[src/rtl/fila_pkg.sv]
// Shared constants and FSM state type for the fila read-side drain controller.
package fila_pkg;

    localparam int FILA_WORD_W = 8;
    localparam int FILA_DEPTH  = 8;

    typedef enum logic [1:0] {
        IDLE    = 2'd0,
        DEQ     = 2'd1,
        CAPTURE = 2'd2,
        PRESENT = 2'd3
    } drain_state_t;

endpackage

[src/rtl/drain_timer.sv]
// Saturating idle counter: counts while inc is high, clears on clr, flags expiry at TIMEOUT-1.
module drain_timer #(
    parameter int TIMEOUT = 16
) (
    input  logic clk,
    input  logic rst_n,
    input  logic clr,
    input  logic inc,
    output logic expired
);

    localparam int CW = $clog2(TIMEOUT);
    localparam logic [CW-1:0] LAST = CW'(TIMEOUT - 1);

    logic [CW-1:0] count_r;

    // Idle count register, held at LAST once reached.
    always_ff @(posedge clk or negedge rst_n) begin
        if (!rst_n) begin
            count_r <= '0;
        end else if (clr) begin
            count_r <= '0;
        end else if (inc && (count_r != LAST)) begin
            count_r <= count_r + CW'(1);
        end else begin
            count_r <= count_r;
        end
    end

    assign expired = (count_r == LAST);

endmodule

[src/rtl/fila_drain_ctrl.sv]
// Read-side drain scheduler for the 8-entry fila with valid/ready output.
// Optional idle-timeout drain enabled by defining FILA_DRAIN_TIMEOUT_EN.
module fila_drain_ctrl
    import fila_pkg::*;
#(
    parameter int WORD_W    = FILA_WORD_W,
    parameter int DEPTH     = FILA_DEPTH,
    parameter int THRESHOLD = 4,
    parameter int MAX_BURST = 4,
    parameter int HEADROOM  = 1,
    parameter int TIMEOUT   = 16
) (
    input  logic                       clk_10KHz,
    input  logic                       reset,
    input  logic [$clog2(DEPTH+1)-1:0] len_in,
    input  logic [WORD_W-1:0]          q_data_in,
    input  logic                       flush_in,
    input  logic                       ready_in,
    output logic                       dequeue_out,
    output logic [WORD_W-1:0]          data_out,
    output logic                       valid_out,
    output logic                       ack_out,
    output logic                       busy_out
);

    localparam int LW = $clog2(DEPTH + 1);
    localparam int BW = $clog2(MAX_BURST + 1);
    localparam logic [LW-1:0] THRESH_L = LW'(THRESHOLD);
    localparam logic [LW-1:0] ACK_LIM  = LW'(DEPTH - HEADROOM);
    localparam logic [BW-1:0] MAXB     = BW'(MAX_BURST);

    drain_state_t  state_r, state_s;
    logic [BW-1:0] beats_r, beats_s;
    logic          flush_pend_r, flush_pend_s;
    logic          len_nz_s, flush_any_s, timer_exp_s;

    assign len_nz_s    = (len_in != '0);
    assign flush_any_s = flush_pend_r | flush_in;

`ifdef FILA_DRAIN_TIMEOUT_EN
    logic timer_inc_s;

    // Counting only while idle with a partial fila; anything else restarts it.
    assign timer_inc_s = (state_r == IDLE) && len_nz_s && (len_in < THRESH_L);

    drain_timer #(
        .TIMEOUT (TIMEOUT)
    ) u_timer (
        .clk     (clk_10KHz),
        .rst_n   (reset),
        .clr     (!timer_inc_s),
        .inc     (timer_inc_s),
        .expired (timer_exp_s)
    );
`else
    logic [31:0] unused_timeout_s;
    assign unused_timeout_s = 32'(TIMEOUT);
    assign timer_exp_s      = 1'b0;
`endif

    // Next-state, beat count and pending-flush decisions.
    always_comb begin
        state_s      = state_r;
        beats_s      = beats_r;
        flush_pend_s = flush_any_s;
        case (state_r)
            IDLE: begin
                beats_s = '0;
                if (!len_nz_s) begin
                    flush_pend_s = 1'b0;
                end else begin
                    flush_pend_s = flush_any_s;
                end
                if (len_nz_s && ((len_in >= THRESH_L) || flush_any_s || timer_exp_s)) begin
                    state_s = DEQ;
                end else begin
                    state_s = IDLE;
                end
            end
            DEQ: begin
                beats_s = (beats_r == MAXB) ? beats_r : beats_r + BW'(1);
                state_s = CAPTURE;
            end
            CAPTURE: begin
                state_s = PRESENT;
            end
            PRESENT: begin
                if (!ready_in) begin
                    state_s = PRESENT;
                end else if (len_nz_s && (flush_any_s || (beats_r < MAXB))) begin
                    state_s = DEQ;
                end else begin
                    state_s = IDLE;
                    if (!len_nz_s) begin
                        flush_pend_s = 1'b0;
                    end else begin
                        flush_pend_s = flush_any_s;
                    end
                end
            end
            default: begin
                state_s      = IDLE;
                beats_s      = '0;
                flush_pend_s = 1'b0;
            end
        endcase
    end

    // State, counters and registered outputs (Moore outputs decoded from next state).
    always_ff @(posedge clk_10KHz or negedge reset) begin
        if (!reset) begin
            state_r      <= IDLE;
            beats_r      <= '0;
            flush_pend_r <= 1'b0;
            dequeue_out  <= 1'b0;
            valid_out    <= 1'b0;
            busy_out     <= 1'b0;
            ack_out      <= 1'b0;
            data_out     <= '0;
        end else begin
            state_r      <= state_s;
            beats_r      <= beats_s;
            flush_pend_r <= flush_pend_s;
            dequeue_out  <= (state_s == DEQ);
            valid_out    <= (state_s == PRESENT);
            busy_out     <= (state_s != IDLE);
            ack_out      <= (len_in < ACK_LIM);
            if (state_r == CAPTURE) begin
                data_out <= q_data_in;
            end else begin
                data_out <= data_out;
            end
        end
    end

endmodule
[config.mk]
export PLATFORM = sky130hd
export DESIGN_NAME = fila_drain_ctrl
export DESIGN_NICKNAME = d
export VERILOG_FILES = /design/src/rtl/fila_pkg.sv /design/src/rtl/drain_timer.sv /design/src/rtl/fila_drain_ctrl.sv
export SDC_FILE = /design/constraint.sdc
export NUM_CORES = 1
export LEC_CHECK = 0
export CORE_UTILIZATION = 30
export DETAILED_ROUTE_END_ITERATION = 16
export GPL_TIMING_DRIVEN = 0
export SLEW_MARGIN = 25
export SYNTH_ARGS = -nofsm -noshare
export SYNTH_HDL_FRONTEND = slang
export SYNTH_SLANG_ARGS = --single-unit
[constraint.sdc]
create_clock -name clk_10KHz -period 2 [get_ports clk_10KHz]
set_clock_uncertainty 0.2 [all_clocks]
set_input_delay 0.5 -clock clk_10KHz [delete_from_list [all_inputs] [get_ports clk_10KHz]]
set_output_delay 0.5 -clock clk_10KHz [all_outputs]
set_load 0.01 [all_outputs]
==> flow_metrics.py <==
metrics = {
    "floorplan": {
        "dieArea_mm2": 0.00296,
        "die_h_um": 54.4,
        "num_rows": 18,
        "pin_count": 28,
        "start_util_pct": 32.4,
        "core_area_mm2": 0.00254,
        "chipWidth_um": 54.4,
    },
    "cts": {
        "htreeDepth": 1,
        "cts_tree": "built",
        "cts_resized": 0,
        "ctsRootBufferMaster": "clkbuf_4",
        "clock-sinks": 18,
        "cts_buffers": 3,
        "cts_setup_buffers": 0,
        "ctsLongestPathBuffers": 2,
        "clkTransAtPathRegs_ps": 100,
        "hold_buffers": 0,
        "insertion_delay_ps": 280,
    },
    "routing": {
        "met1Wirelength_um": 648,
        "wl_met3_um": 109,
        "top_layer": "met3",
        "routedWlPerCell_um": 11.4,
        "vias": 600,
        "met2_length_um": 662,
        "drtAntennaViolNets": 0,
        "vias_per_cell": 4.80,
        "drt_wl_total_mm": 1.42,
        "drt_iter0_drc": 6,
        "drc_errors": 0,
        "first_pass_iters": 4,
    },
    "hold_path": {
        "min_to": "data_out[4]",
        "holdCritPathClass": "flip-flop to flip-flop",
        "worstHoldStart": "data_out[4]",
        "hold_path_depth": 1,
    },
    "critical_path": {
        "crit_buf_inv": 1,
        "r2r-start": "state_r[0]",
        "crit_fanout": 2,
        "start_kind": "flip-flop",
        "cp.arrival_ps": 1170,
        "r2r_slack_ps": 270,
        "max_stage_delay_ps": 530,
        "rr_worst_depth": 6,
        "path_cells": "clkdlybuf4s50_1",
        "required_ps": 1300,
        "end_kind": "primary output",
        "critical_path_class": "flip-flop to primary output",
        "crit_start": "data_out[2]",
        "slowest_stage": "clkdlybuf4s50_1",
        "path_delay_family": "buffers and inverters",
        "reg2reg_to": "dequeue_out",
    },
    "yosys": {
        "synth_seq_cells": 18,
        "synth_cells": 65,
        "yosysWarnings": 0,
        "synth_cell_types": 23,
        "synthTopCellsByArea": "dfrtp_1 55%, mux2_2 11%, ha_1 9.1%, a21oi_1 3.0%, inv_1 2.3%",
        "ys_seq_area_share_pct": 54.7,
        "synthesis.nets": 87,
        "netlist_area_um2": 823,
        "yosys.area.top_type": "dfrtp_1",
        "syn_area_per_cell_um2": 12.7,
        "synth_top_area_share_pct": 54.7,
    },
    "global_routing": {
        "grt_pass1_vias": 545,
        "antenna_found_initial": 0,
        "grt_max_degree": 19,
        "grt-ovfl-total": 0,
        "grt_use_total_pct": 11.6,
        "grt_pass1_wl_mm": 2.38,
    },
    "sta": {
        "finalHoldViolCount": 0,
        "setup_violations": 0,
        "rsz0062_at_grt": "no",
        "fin_crit_ps": 1870,
        "fmax_mhz": 533,
        "fin_crit_sh_pct": 93.7,
        "relSlewSlack_pct": 46.7,
        "slew_viol_final": 0,
        "worst_pin_slew_ps": 798,
    },
    "cells_and_area": {
        "drive_gt1_share_pct": 17.9,
        "layout_common_cells": "27 x clkdlybuf4s50_1, 18 x dfrtp_1, 8 x mux2_2",
        "layout_commonest_cell": "clkdlybuf4s50_1",
        "layoutNonFillerInstCount": 125,
        "final_core_util_pct": 45.3,
        "syn2layout_area_growth_pct": 40.1,
        "fill_cells": 254,
        "multiInputGateArea_um2": 349,
        "layout.nets": 119,
        "diodes": 0,
        "seqCellArea_um2": 450,
    },
    "pwr": {
        "power_density_mw_per_mm2": 1450,
        "irDropWorstVdd_mv": 1.08,
        "power.leakage_nw": 0.494,
    },
    "placed_design": {
        "dp.cells": 122,
        "dpl.hpwl_mm": 1.11,
        "place_congestion": 0.681,
        "port_buffers": 27,
    },
    "outcome": {
        "outcome": "completed",
    },
    "run": {
        "maxCapViolations": 0,
    },
}
area by class of cell:
type | count | area share [%]
Buffer | 1 | 0.434
Clock buffer | 3 | 1.95
Inverter | 5 | 1.63
Multi-Input combinational cell | 41 | 30.3
Sequential cell | 18 | 39.0
Tap cell | 30 | 3.25
Timing Repair Buffer | 27 | 23.4
synth_stat cells, drive strengths merged:
master	number
a211oi	1
a21boi	1
a21oi	5
a31oi	1
a32o	1
and4b	1
buf	1
dfrtp	18
ha	6
inv	5
mux2	8
nand2	4
nand3b	1
nor2	3
nor2b	1
nor3	1
o21ai	2
o31a	1
o32ai	1
o41a	1
or2	1
or4	1
logic make-up (layout without fill, tap and decap cells):
group | count (synthesis) | count (layout) | share of synthesized area, %
flops | 18 | 18 | 54.7
buf+inv | 6 | 36 | 2.89
compound gates | 14 | 14 | 13.5
fa+ha+maj | 6 | 6 | 9.12
mux | 8 | 8 | 10.9
simple gates | 13 | 13 | 8.81
metrics by stage:
| step | total power, mW | hold WS [ps] | setup WS (ps) | area [um2] | TNS [ps] |
|---|---|---|---|---|---|
| 3_5_place_dp | 1.52 | 295 | -118 | 1130 | -261 |
| 5_1_grt | 1.84 | 344 | 49.2 | 1150 | 0 |
| 2_1_floorplan | 1.16 | 4.41 | 360 | 823 | 0 |
| 6_report | 1.68 | 314 | 125 | 1150 | 0 |
| 3_3_place_gp | 1.50 | 288 | -108 | 1130 | -205 |
| 4_1_cts | 1.70 | 318 | 109 | 1150 | 0 |
registers in the layout (all words and copies together), names as in the netlist:
signal        count
data_out          8
beats_r           3
state_r           2
ack_out           1
busy_out          1
dequeue_out       1
flush_pend_r      1
valid_out         1
where the power goes:
| part | leakage [nW] | internal [mW] | total, mW | switching [mW] |
|---|---|---|---|---|
| combinational | 0.266 | 0.493 | 0.873 | 0.380 |
| sequential | 0.214 | 0.534 | 0.631 | 0.0968 |
| clock | 0.0138 | 0.0699 | 0.174 | 0.104 |
per-layer routing:
metal / global-route usage, % / vias to the layer above
li1: - / 292
met1: 14.7 / 285
met2: 18.3 / 23
met3: 5.83 / 0
met4: 1.28 / 0
met5: 0 / -
how the worst max path moves through the flow:
stage	depth (start not counted)	slack, ps	end
global route	1	50	data_out[4]
floorplan	3	360	flush_pend_r
detailed placement	4	-120	flush_pend_r
finish	1	130	data_out[2]
global placement	4	-110	flush_pend_r
CTS	1	110	data_out[2]
(Power assumes the default switching activity.)
